==> src/rtl/mixer_ctrl_pkg.sv <==
// Shared types and helpers for the mixer gain ramp controller.
// Holds the ramp FSM state type, the unity-gain constant and slot index sizing.
package mixer_ctrl_pkg;

  typedef enum logic {
    IDLE = 1'b0,
    SCAN = 1'b1
  } ramp_state_t;

  // Unity gain in the fixed-point format with q_bits fractional bits.
  function automatic int unsigned unity_gain(input int unsigned q_bits);
    return 32'd1 << q_bits;
  endfunction

  // Index width covering nr_ch channel slots plus the output slot.
  function automatic int unsigned slot_width(input int unsigned nr_ch);
    return (nr_ch < 1) ? 1 : $clog2(nr_ch + 1);
  endfunction

endpackage

==> src/rtl/gain_ramp_step.sv <==
// Combinational single step of a live gain toward its target.
// Works one bit wider than the gain so neither direction can wrap past the target.
module gain_ramp_step #(
  parameter int GAIN_WIDTH_P = 16
) (
  input  logic [GAIN_WIDTH_P-1:0] live,
  input  logic [GAIN_WIDTH_P-1:0] tgt,
  input  logic [GAIN_WIDTH_P-1:0] step,
  output logic [GAIN_WIDTH_P-1:0] next_live
);

  logic [GAIN_WIDTH_P:0] up_sum;
  logic [GAIN_WIDTH_P:0] dn_diff;

  always_comb begin
    up_sum    = {1'b0, live} + {1'b0, step};
    dn_diff   = {1'b0, live} - {1'b0, step};
    next_live = live;
    if (step == '0) begin
      next_live = tgt;
    end else if (live < tgt) begin
      next_live = (up_sum >= {1'b0, tgt}) ? tgt : up_sum[GAIN_WIDTH_P-1:0];
    end else if (live > tgt) begin
      // Top bit of dn_diff flags a borrow, i.e. the step overshot below zero.
      next_live = (dn_diff[GAIN_WIDTH_P] || (dn_diff <= {1'b0, tgt})) ? tgt
                                                                       : dn_diff[GAIN_WIDTH_P-1:0];
    end
  end

endmodule

==> src/rtl/mixer_gain_ramp_ctrl.sv <==
// Mixer gain controller: stores targets and ramps live gains toward them once per divided tick.
// Optional MIXER_GAIN_MUTE_EN adds a per-slot mute that forces the effective target to zero.
module mixer_gain_ramp_ctrl
  import mixer_ctrl_pkg::*;
#(
  parameter int NR_OF_CHANNELS_P = 4,
  parameter int GAIN_WIDTH_P     = 16,
  parameter int Q_BITS_P         = 8,
  parameter int DIV_WIDTH_P      = 8,
  localparam int SLOT_W          = slot_width(NR_OF_CHANNELS_P)
) (
  input  logic                                         clk,
  input  logic                                         rst,
  input  logic                                         sample_tick,
  // Config write handshake: a write transfers on a cycle where cfg_wr_valid && cfg_wr_ready.
  input  logic                                         cfg_wr_valid,
  output logic                                         cfg_wr_ready,
  input  logic [SLOT_W-1:0]                            cfg_wr_slot,
  input  logic [GAIN_WIDTH_P-1:0]                      cfg_wr_gain,
  input  logic [GAIN_WIDTH_P-1:0]                      cfg_ramp_step,
  input  logic [DIV_WIDTH_P-1:0]                       cfg_ramp_div,
`ifdef MIXER_GAIN_MUTE_EN
  input  logic [NR_OF_CHANNELS_P:0]                    cfg_mute,
`endif
  output logic [NR_OF_CHANNELS_P-1:0][GAIN_WIDTH_P-1:0] cr_channel_gain,
  output logic [GAIN_WIDTH_P-1:0]                      cr_output_gain,
  output logic                                         ramp_busy,
  output logic                                         ramp_done,
  output ramp_state_t                                  ramp_state
);

  localparam int NR_SLOTS = NR_OF_CHANNELS_P + 1;
  localparam logic [GAIN_WIDTH_P-1:0] UNITY = GAIN_WIDTH_P'(unity_gain(Q_BITS_P));
  localparam logic [SLOT_W-1:0] LAST_SLOT = SLOT_W'(NR_OF_CHANNELS_P);

  logic [GAIN_WIDTH_P-1:0] tgt_q   [NR_SLOTS];
  logic [GAIN_WIDTH_P-1:0] live_q  [NR_SLOTS];
  logic [GAIN_WIDTH_P-1:0] eff_tgt [NR_SLOTS];

  ramp_state_t             state_q, state_d;
  logic [SLOT_W-1:0]       slot_q, slot_d;
  logic [DIV_WIDTH_P-1:0]  div_cnt_q;
  logic                    pending_q;
  logic                    clear_pending;
  logic                    div_hit;
  logic                    wr_fire;
  logic                    busy_q, busy_d;
  logic                    done_q;
  logic [GAIN_WIDTH_P-1:0] step_next;

  always_comb begin
    for (int i = 0; i < NR_SLOTS; i++) begin
`ifdef MIXER_GAIN_MUTE_EN
      eff_tgt[i] = cfg_mute[i] ? '0 : tgt_q[i];
`else
      eff_tgt[i] = tgt_q[i];
`endif
    end
  end

  always_comb begin
    busy_d = 1'b0;
    for (int i = 0; i < NR_SLOTS; i++) begin
      if (live_q[i] != eff_tgt[i]) busy_d = 1'b1;
    end
  end

  assign cfg_wr_ready = (state_q == IDLE);
  assign wr_fire      = cfg_wr_valid && cfg_wr_ready;
  assign div_hit      = sample_tick && (div_cnt_q == cfg_ramp_div);

  gain_ramp_step #(
    .GAIN_WIDTH_P(GAIN_WIDTH_P)
  ) u_step (
    .live      (live_q[slot_q]),
    .tgt       (eff_tgt[slot_q]),
    .step      (cfg_ramp_step),
    .next_live (step_next)
  );

  always_comb begin
    state_d       = state_q;
    slot_d        = slot_q;
    clear_pending = 1'b0;
    case (state_q)
      IDLE: begin
        if (pending_q) begin
          state_d       = SCAN;
          slot_d        = '0;
          clear_pending = 1'b1;
        end
      end
      SCAN: begin
        if (slot_q == LAST_SLOT) begin
          state_d = IDLE;
          slot_d  = '0;
        end else begin
          slot_d = slot_q + 1'b1;
        end
      end
      default: state_d = IDLE;
    endcase
  end

  always_ff @(posedge clk) begin
    if (rst) begin
      state_q   <= IDLE;
      slot_q    <= '0;
      div_cnt_q <= '0;
      pending_q <= 1'b0;
      busy_q    <= 1'b0;
      done_q    <= 1'b0;
      for (int i = 0; i < NR_SLOTS; i++) begin
        tgt_q[i]  <= UNITY;
        live_q[i] <= UNITY;
      end
    end else begin
      state_q <= state_d;
      slot_q  <= slot_d;
      if (sample_tick) div_cnt_q <= div_hit ? '0 : div_cnt_q + 1'b1;
      // A fresh divider hit outranks the clear so no update request is lost.
      if (div_hit) pending_q <= 1'b1;
      else if (clear_pending) pending_q <= 1'b0;
      if (wr_fire && (cfg_wr_slot <= LAST_SLOT)) tgt_q[cfg_wr_slot] <= cfg_wr_gain;
      if (state_q == SCAN) live_q[slot_q] <= step_next;
      busy_q <= busy_d;
      done_q <= busy_q && !busy_d;
    end
  end

  for (genvar g = 0; g < NR_OF_CHANNELS_P; g++) begin : g_ch_out
    assign cr_channel_gain[g] = live_q[g];
  end
  assign cr_output_gain = live_q[NR_OF_CHANNELS_P];
  assign ramp_busy      = busy_q;
  assign ramp_done      = done_q;
  assign ramp_state     = state_q;

endmodule

==> config.mk <==
export PLATFORM = sky130hd
export DESIGN_NAME = mixer_gain_ramp_ctrl
export DESIGN_NICKNAME = d
export VERILOG_FILES = /design/src/rtl/mixer_ctrl_pkg.sv /design/src/rtl/gain_ramp_step.sv /design/src/rtl/mixer_gain_ramp_ctrl.sv
export SDC_FILE = /design/constraint.sdc
export NUM_CORES = 1
export LEC_CHECK = 0
export ABC_AREA = 1
export CORE_MARGIN = 4
export CORE_UTILIZATION = 40
export DETAILED_ROUTE_END_ITERATION = 16
export HOLD_SLACK_MARGIN = 0.12
export SYNTH_ARGS = -nofsm -noshare
export SYNTH_HDL_FRONTEND = slang
export SYNTH_SLANG_ARGS = --single-unit
==> constraint.sdc <==
create_clock -name clk -period 14.47 [get_ports clk]
set_input_delay 2.1705 -clock clk [delete_from_list [all_inputs] [get_ports clk]]
set_output_delay 2.1705 -clock clk [all_outputs]
set_load 0.1 [all_outputs]
== After elaboration in Yosys (flattened, before gate mapping) ==
Memories as Yosys holds them, arrays and structs flattened. A register that Yosys moved wholly into a read port is not among the register bits.
Cells that the tools add are included.
Word-level totals
  word-level logic and storage cells: 77
  bits in read-only memories: 0
  bits in latches: 0
  input port bits: 47
  RAM bits: 160
  memories: 2
  flip-flop bits (word level): 15
Memory list
  live_q: words 5, bits a word 16, rd ports 6, clocked after memory_dff 1, wr ports 5, RTL line mixer_gain_ramp_ctrl.sv:37  | logic [GAIN_WIDTH_P-1:0] live_q [NR_SLOTS];
  tgt_q: words 5, bits a word 16, rd ports 5, clocked after memory_dff 0, wr ports 5, RTL line mixer_gain_ramp_ctrl.sv:36  | logic [GAIN_WIDTH_P-1:0] tgt_q [NR_SLOTS];
Operators by class
  mux-type cells: 39
  $add $sub $neg: 4
  bitwise logic cells: 2
  reduce and logical (&&, ||, !) cells: 10
  magnitude comparators: 6
  $mul: 0
  equality and inequality tests: 8
  divide/modulo/power cells: 0
  shift operators: 0
Operator list (number)
  $mux W16: 9
  $ne A16 B16 Y1: 5
  $bmux W16 S3: 1
  $reduce_or A16 Y1: 2
  $mux W1: 20
  $mux W3: 6
  $add A16 B16 Y17: 1
  $ge A17 B16 Y1: 1
  $le A17 B16 Y1: 1
  $sub A16 B16 Y17: 1
  $gt A16 B16 Y1: 1
  $logic_not A16 Y1: 1
  $lt A16 B16 Y1: 1
  $add A8 B1 Y8 const B: 1
  $eq A8 B8 Y1: 1
  $mux W8: 1
  $pmux W3 S2: 1
  $ge A4 B4 Y1 const B: 1
  $logic_and A1 B1 Y1: 4
  $not A3 Y4: 1
  $add A3 B1 Y3 const B: 1
  $eq A3 B3 Y1 const B: 1
  $le A3 B3 Y1 const B: 1
  $ne A2 B1 Y1 const B: 1
  5 further kinds: 5

== Logic depth before layout (Yosys ltp) ==
Gate-level depths: netlist of the first run.
  depth in word-level cells: 11
  depth in mapped cells: 35
  gate-level depth less buffers: 32

== Modules after synthesis ==
A second synthesis of the first run with hierarchy kept.
Second synthesis, totals
  cells, all modules: 1869
  area total of the unflattened synthesis: 14936.8 um^2
By module, submodules not included
  mixer_gain_ramp_ctrl: seq. area each 6606.3 um^2, instances 1, area each 11099.4 um^2, cells each 1183
  gain_ramp_step: seq. area each 0.0 um^2, instances 1, area each 3837.4 um^2, cells each 686

== Worst setup path after synthesis of the first run ==
OpenSTA, ideal clock, no wires.
  path type: input port to flip-flop
  start: in cfg_ramp_step[0]
  end: mem live_q[5][12] (data pin)
  path buffers: 2
  cell stages on the path: 22
  arrival: 5.104 ns
  data required time: 14.212 ns
  path slack: 9.107 ns
  cells stage by stage: ha_1 -> inv_1 -> fa_1 -> inv_1 -> nand2_1 -> nand3_1 -> a21oi_1 -> o21ai_0 -> xor2_1 -> inv_1 -> ha_1 -> nand2_1 -> nor2_1 -> nand3_1 -> o211a_1 -> clkbuf_1 -> clkbuf_1 -> nand4_1 -> nand3_1 -> nand2_1 -> nand2_2 -> inv_1
RTL lines
  start: declaration: RTL line mixer_gain_ramp_ctrl.sv:20  | input logic [GAIN_WIDTH_P-1:0] cfg_ramp_step,
  end: declaration: RTL line mixer_gain_ramp_ctrl.sv:37

==> results of run 1 <==
==> flip-flops by register name, summed over array words and instances (netlist names), named ones only <==
name	cells
ramp_state	1
slot_q	3
tgt_q	80
ramp_done	1
live_q	128
pending_q	1
div_cnt_q	8
ramp_busy	1
==> cell type report <==
type / count / area (um^2) / share of cell area
Clock buffer: 30 / 666 / 0.0386
Multi-Input combinational cell: 1266 / 7020 / 0.408
Timing Repair Buffer: 148 / 1440 / 0.0834
Clock inverter: 12 / 123 / 0.00712
Tap cell: 468 / 586 / 0.0340
Inverter: 209 / 785 / 0.0455
Sequential cell: 226 / 6610 / 0.384
==> cells in the final DEF, fill, tap and decap left out, types with 3 or more instances in the layout <==
master,instances
a21oi_2,3
dfxtp_1,17
a31oi_1,10
nor4_1,14
nor2_1,313
clkinv_1,7
o21a_1,3
o21bai_1,8
nor3_1,10
edfxtp_1,208
clkbuf_16,26
nor2_2,8
a221oi_2,10
o21ai_0,113
buf_4,18
inv_1,199
o211ai_1,4
nand2_1,325
inv_2,9
o22ai_1,20
a21oi_1,71
nand3_1,68
xnor2_1,67
or2_2,5
nand4_1,41
xor2_1,30
clkbuf_1,4
nand2_2,19
nand3b_1,9
ha_1,85
clkdlybuf4s50_1,130
==> per-layer routing <==
| layer | track usage | wire, um |
|---|---|---|
| met5 | 0 | 0 |
| met4 | 0.134 | 3180 |
| met3 | 0.0413 | 4230 |
| met2 | 0.428 | 24900 |
| met1 | 0.352 | 22200 |
==> cells in the mapped netlist (30+ instances only) <==
cell      instances  area (um^2)
xnor2_1          67          587
edfxtp_1        208         6250
inv_1           200          751
xor2_1           30          263
nand4_1          41          257
nand3_1          68          340
nor2_1          313         1170
o21ai_0         113          566
nand2_1         325         1220
clkbuf_1         33          124
ha_1             85         1060
a21oi_1          71          355
==> stage by stage <==
step	hold WS (ns)	cell area [um^2]	setup slack, ns	power (mW)	util
2_1_floorplan	0.451	14700	9.11	1.03	-
3_3_place_gp	0.437	16400	7.53	1.15	0.451
3_5_place_dp	0.442	16400	7.44	1.15	0.451
4_1_cts	0.451	17200	7.96	1.77	0.473
5_1_grt	0.485	17200	7.49	1.83	0.473
6_report	0.449	17200	7.85	1.77	0.473
==> cell families (layout without fill, tap and decap cells) <==
group,count (synthesis),in the layout,synth area share
fa+ha+maj,87,87,0.0750
buf+inv,271,399,0.0748
flops,226,226,0.449
compound gates,258,258,0.104
xor+xnor,97,97,0.0577
simple gates,824,824,0.240
==> critical path, stage by stage <==
cell and delay (ns):
clkdlybuf4s50_1 0.59, inv_1 0.15, fa_1 0.49, nand3_1 0.09, nand3_1 0.17, a21oi_1 0.33, nor2_1 0.08, nor2_1 0.14
xor2_1 0.35, ha_1 0.33, a21oi_1 0.17, nor2_1 0.06, a211oi_1 0.24, nand2_1 0.10, nand2_1 0.07, nand2_1 0.23
nand2_2 0.41, nand2_1 0.09, nand2_1 0.08, nor2_1 0.05, nor2_1 0.13, nand2_1 0.09, nand2_2 0.18, inv_1 0.10
==> power by group through the flow <==
stage / clock network [mW] / registers [mW] / logic, mW
after global routing: 0.649 / 0.765 / 0.420
after floorplan: 0 / 0.820 / 0.210
final: 0.620 / 0.764 / 0.386
after CTS: 0.623 / 0.764 / 0.380
after global placement: 0 / 0.777 / 0.375
after detailed placement: 0 / 0.777 / 0.378
==> worst max-delay path by stage <==
stage / start / to / depth (start not counted)
6_report: cfg_ramp_step[1] / live_q[7][11] / 24
2_1_floorplan: cfg_ramp_step[0] / live_q[5][12] / 22
5_1_grt: cfg_ramp_step[1] / live_q[5][13] / 26
3_5_place_dp: cfg_ramp_step[1] / live_q[6][13] / 26
3_3_place_gp: cfg_ramp_step[1] / live_q[5][11] / 24
4_1_cts: cfg_ramp_step[1] / live_q[5][13] / 26
==> impl_summary.txt, run 1 <==
----------------------------------------------------
[Detailed routing]
  Wire per inst ... 23.1 um
  Detailed-route DRC error count ... 0
  Via count of the routed design ... 13100
  Average vias per placed instance ... 5.54
  Detailed Route WL ... 54400 um
  Initial DRC Count ... 1237
  Initial DRT Pass Iterations ... 6
  Antenna-violating nets left ... 0

[Clocking]
  Count of cells resized by post-cts repair ... 0
  TritonCTS clock tree ... yes
  Postcts setup bufs ... 0
  Number of hold buffers added after CTS ... 0
  Inserted Clock Buffers ... 26
  Clock Tree Buf Depth ... 3
  Clock transition at the registers of the reported paths ... 0.06 ns
  Root Driver ... clkbuf_16
  Total number of H-tree levels ... 1
  Clock latency on the worst-skew pair ... 0.55 ns
  Number of clock sinks ... 226

[Setup path]
  R2R cell count ... 32
  Required arrival time at the worst endpoint ... 14.74 ns
  Category of the critical setup timing path ... input pin to register
  Capturing element type of the critical path ... register
  CP startpoint kind ... input pin
  Worst flop-to-flop path endpoint ... live_q[5][13]
  Register-to-register path setup slack ... 8.08 ns
  Maximum net fanout on the critical path ... 21
  Arrival time worst endpoint ... 6.88 ns

[Pwr]
  Net switching power figure ... 0.560 mW
  Power per unit of standard cell area ... 103 nW/um^2
  Comb power frac ... 0.218
  Leakage ... approximately 7.2 nW
  Share of power burned in the clock network ... 0.350
  Switching share of power ... 0.316
  Peak supply drop ... 0.0841 mV
  Design internal power ... 1.21 mW
  Proportion of power drawn by flip-flops and latches ... 0.432

[STA]
  Final cycle utilization of the critical path ... 0.457
  RSZ-0062 raised after global routing ... no
  Timing-limited maximum frequency ... 151 MHz
  Transition at the pin with the smallest max-transition slack ... 1.19 ns
  Max transition margin ... 0.208
  Final-layout setup total negative slack ... 0 ns
  Number of failing setup endpoints in the final timing report ... 0
  Final hold viol count ... 0
  Final critical-path required period ... 6.62 ns
  Worst Skew ... 0.0255 ns
  Count of pins over their slew limit ... 0

[GRT]
  Global-route wire length before repair ... 79400 um
  Total grt overflow ... 0
  Antenna violations before repair ... 0
  Pin count of the biggest net entering global routing ... 68
  Via count of the first global-routing pass ... 12500
  Gr usage total ... 0.266

[Synthesis]
  Count of state elements after synthesis ... 226
  Post-Syn Nets ... 1897
  Number of warnings issued by yosys ... 0
  Post-synthesis average cell area ... 8.35 um^2
  Post-synth EDFFs ... roughly 210
  Most used flip-flop cell after synthesis ... edfxtp_1
  Number of distinct library cell variants in the gate-level netlist after synthesis ... 52
  Summed instance area of the synthesized netlist ... 14700 um^2
  Number of instances in the synthesized netlist ... 1763
  Sequential cell area fraction in the yosys report ... 0.449
  Post-synth ARST share ... 0

[Placed design]
  Input/output buffers ... 130
  Final weighted congestion in routability-driven placement ... just under 1
  Number of instances in the placed design ... 2317
  DPL Wire Length ... 41700 um

[Run status]
  Result of the run ... complete, no violations

[Final layout]
  Ratio of cells with drive above 1 in the final layout ... 0.0603
  Non-Filler Instances ... 2359
  Diodes inserted ... 0
  Post-synthesis to final-layout area growth ... 17.0%
  Fill cells ... 3561
  Post-layout net count ... 2011

[Floorplan]
  Placement row count ... 70
  Chip Height ... 200 um
  Die Outline Area ... 39900 um^2
  Starting Density ... 0.404
  Die span in x ... 200 um
  Placeable core region ... 36400 um^2
  I/O pin count ... roughly 130

[Worst hold path]
  Endpoint with the worst hold slack ... ramp_done
  Worst Hold Path Cells ... 2
  Worst min path class ... register to register
  Launch instance of the worst min-delay path ... ramp_busy

[Flow run]
  Number of maximum-capacitance violations ... 0

----------------------------------------------------
No activity file was read; power rests on OpenSTA's default activity.
==> inputs of run 2 (changes only) <==
clock period = 5.87 ns   (was 14.47 ns; I/O delays follow)
==> run 2 against run 1 <==
  * Critical path depth rose by 9
  * Routed wire length rose by 3.9%
  * Cell area rose by 3.8%
  * Largest power group unchanged
  * Power rose to 2.6 times the previous value
  * Clock skew rose by 0.0051 ns
  * Global-route usage rose by 1.2 points
  * Highest routed layer unchanged
  * Flip-flop and latch count did not move
  * Cell count rose by 3.1%
  * Core utilization rose by 1.8 points
  * Largest cell class unchanged
  * Critical endpoint is now live_q[7][2]
  * Non-clock buffer count rose by 69
==> impl_summary.txt, run 2 (synthesized netlist as in run 1, its figures left out) <==
----------------------------------------------------
[Setup path]
  Kind of cell with the highest combined delay on the critical path ... buffers and inverters
  Endpoint of the worst setup timing path ... live_q[7][2]
  Category of the critical setup timing path ... register to register
  Worst flop-to-flop path endpoint ... live_q[7][2]
  Crit path max-delay cell type ... fa_1
  CP startpoint kind ... register
  R2R cell count ... 33
  Maximum net fanout on the critical path ... 9
  Required arrival time at the worst endpoint ... 6.12 ns
  Crit path buffers/inverters ... 10
  Register-to-register path setup slack ... 0.30 ns
  Worst stage delay on the critical path ... 0.41 ns
  Cell count along the critical path ... 33
  Capturing element type of the critical path ... register
  Arrival time worst endpoint ... 5.83 ns

[GRT]
  Antenna violations before repair ... 0
  Total grt overflow ... 0
  Global-route wire length before repair ... 82500 um
  Via count of the first global-routing pass ... approximately 13000
  Gr usage total ... 0.278
  Pin count of the biggest net entering global routing ... 62

[Floorplan]
  Die span in x ... 200 um
  Placeable core region ... 36400 um^2
  Placement row count ... 70
  I/O pin count ... 131
  Die Outline Area ... 39900 um^2
  Starting Density ... 0.404
  Chip Height ... 200 um

[Final layout]
  Ratio of cells with drive above 1 in the final layout ... 0.0952
  Largest registers in the final layout ... live_q x128, tgt_q x80, div_cnt_q x8
  Register area ... between 6000 and 7000 um^2
  Number of flip-flops under the largest register name ... 128
  Layout Utilization ... 0.491
  Area of combinational cells with multiple inputs ... 7020 um^2
  Register ranked first by flip-flop count ... live_q
  Diodes inserted ... 0
  Most frequent cells in the layout ... 325 x nand2_1, 313 x nor2_1, 208 x edfxtp_1, 199 x inv_1, 130 x clkdlybuf4s50_1
  Post-synthesis to final-layout area growth ... 21.4%
  Area of all placed cells without fillers ... 17900 um^2
  Post-layout net count ... 2079
  Non-Filler Instances ... 2432
  Most common cell after layout, fill and taps aside ... nand2_1
  Fill cells ... 3483

[Clocking]
  Clock transition at the registers of the reported paths ... around 0.060 ns
  Clock latency on the worst-skew pair ... 0.54 ns
  Root Driver ... clkbuf_16
  Number of hold buffers added after CTS ... 0
  Inserted Clock Buffers ... 25
  Count of cells resized by post-cts repair ... 0
  Number of clock sinks ... 226
  Postcts setup bufs ... 0
  TritonCTS clock tree ... yes
  Clock Tree Buf Depth ... 3
  Total number of H-tree levels ... 1

[Flow run]
  Number of maximum-capacitance violations ... 0

[STA]
  Timing-limited maximum frequency ... around 180 MHz
  Final cycle utilization of the critical path ... 0.949
  Final critical-path required period ... approximately 5.6 ns
  Smallest setup slack after layout ... 0.299 ns
  RSZ-0062 raised after global routing ... no
  Max transition margin ... 0.245
  Final-layout setup total negative slack ... 0 ns
  Transition at the pin with the smallest max-transition slack ... 1.13 ns
  Number of failing setup endpoints in the final timing report ... 0
  Count of pins over their slew limit ... 0
  Final hold viol count ... 0
  Worst Skew ... 0.0306 ns

[Placed design]
  Number of instances in the placed design ... 2386
  Input/output buffers ... 130
  DPL Wire Length ... 43500 um
  Final weighted congestion in routability-driven placement ... 0.991
  Worst slack, placed ... just under 0.5 ns
  Total placed instance area ... 17000 um^2

[Detailed routing]
  Detailed Route WL ... around 57000 um
  Antenna-violating nets left ... 0
  Initial DRT Pass Iterations ... 6
  Detailed-route DRC error count ... 0
  Average vias per placed instance ... approximately 5.6
  Initial DRC Count ... 1407
  Wire per inst ... 23.3 um
  Via count of the routed design ... ~14000

[Pwr]
  Power per unit of standard cell area ... 255 nW/um^2
  Peak supply drop ... 0.222 mV
  Leakage ... 7.56 nW

[Worst hold path]
  Worst min path class ... register to register

[Run status]
  Result of the run ... complete, no violations

----------------------------------------------------
[run 2: changes by cell type in the layout (fill, tap and decap cells not counted), moves of 3 or more]
| cell | before | now |
|---|---|---|
| bufinv_16 | 2 | 5 |
| buf_12 | 0 | 5 |
| buf_4 | 18 | 82 |
| clkinv_2 | 0 | 3 |
[run 2: report_power, final]
| group | total (mW) | switching [mW] | internal, mW |
|---|---|---|---|
| Clock | 1.66 | 0.657 | 1.01 |
| Sequential | 1.89 | 0.0626 | 1.82 |
| Combinational | 1.01 | 0.691 | 0.319 |
| Total | 4.56 | 1.41 | 3.15 |
[run 2: worst min path at each step]
stage	startpoint	end	slack, ns	cells after the start
finish	ramp_busy	ramp_done	0.45	2
global route	ramp_busy	ramp_done	0.49	2
CTS	ramp_busy	ramp_done	0.45	2
detailed placement	ramp_busy	ramp_done	0.44	2
global placement	ramp_busy	ramp_done	0.43	2
floorplan	pending_q	pending_q	0.45	2
[run 2: per-layer routing]
| metal | track usage | vias to the layer above | routed length (um) | part of all wire |
|---|---|---|---|---|
| met5 | 0 | - | 0 | 0 |
| met3 | 0.0304 | 145 | 4270 | 0.075 |
| met4 | 0.120 | 0 | 3070 | 0.054 |
| met1 | 0.374 | 6428 | 22900 | 0.40 |
| met2 | 0.458 | 693 | 26400 | 0.47 |
| li1 | - | 6250 | - | - |
[run 2: cell type report]
| type | instances | share of cell area |
|---|---|---|
| Tap cell | 468 | 0.0328 |
| Multi-Input combinational cell | 1266 | 0.393 |
| Timing Repair Buffer | 217 | 0.113 |
| Inverter | 209 | 0.0439 |
| Clock buffer | 31 | 0.0363 |
| Sequential cell | 226 | 0.370 |
| Clock inverter | 15 | 0.0117 |
[run 2: worst register-to-register path: cells and delay by family (launching register included)]
kind / cells / cell delay [ns]
buf+inv: 10 / 1.40
fa+ha+maj: 3 / 0.90
simple gates: 13 / 1.33
flops: 1 / 0.34
xor+xnor: 1 / 0.35
compound gates: 6 / 0.99
[run 2: per-stage QoR]
stage / hold slack (ns) / power [mW]
4_1_cts: 0.450 / 4.55
6_report: 0.447 / 4.56
3_5_place_dp: 0.442 / 2.91
3_3_place_gp: 0.434 / 2.91
5_1_grt: 0.493 / 4.72
2_1_floorplan: 0.451 / 2.54
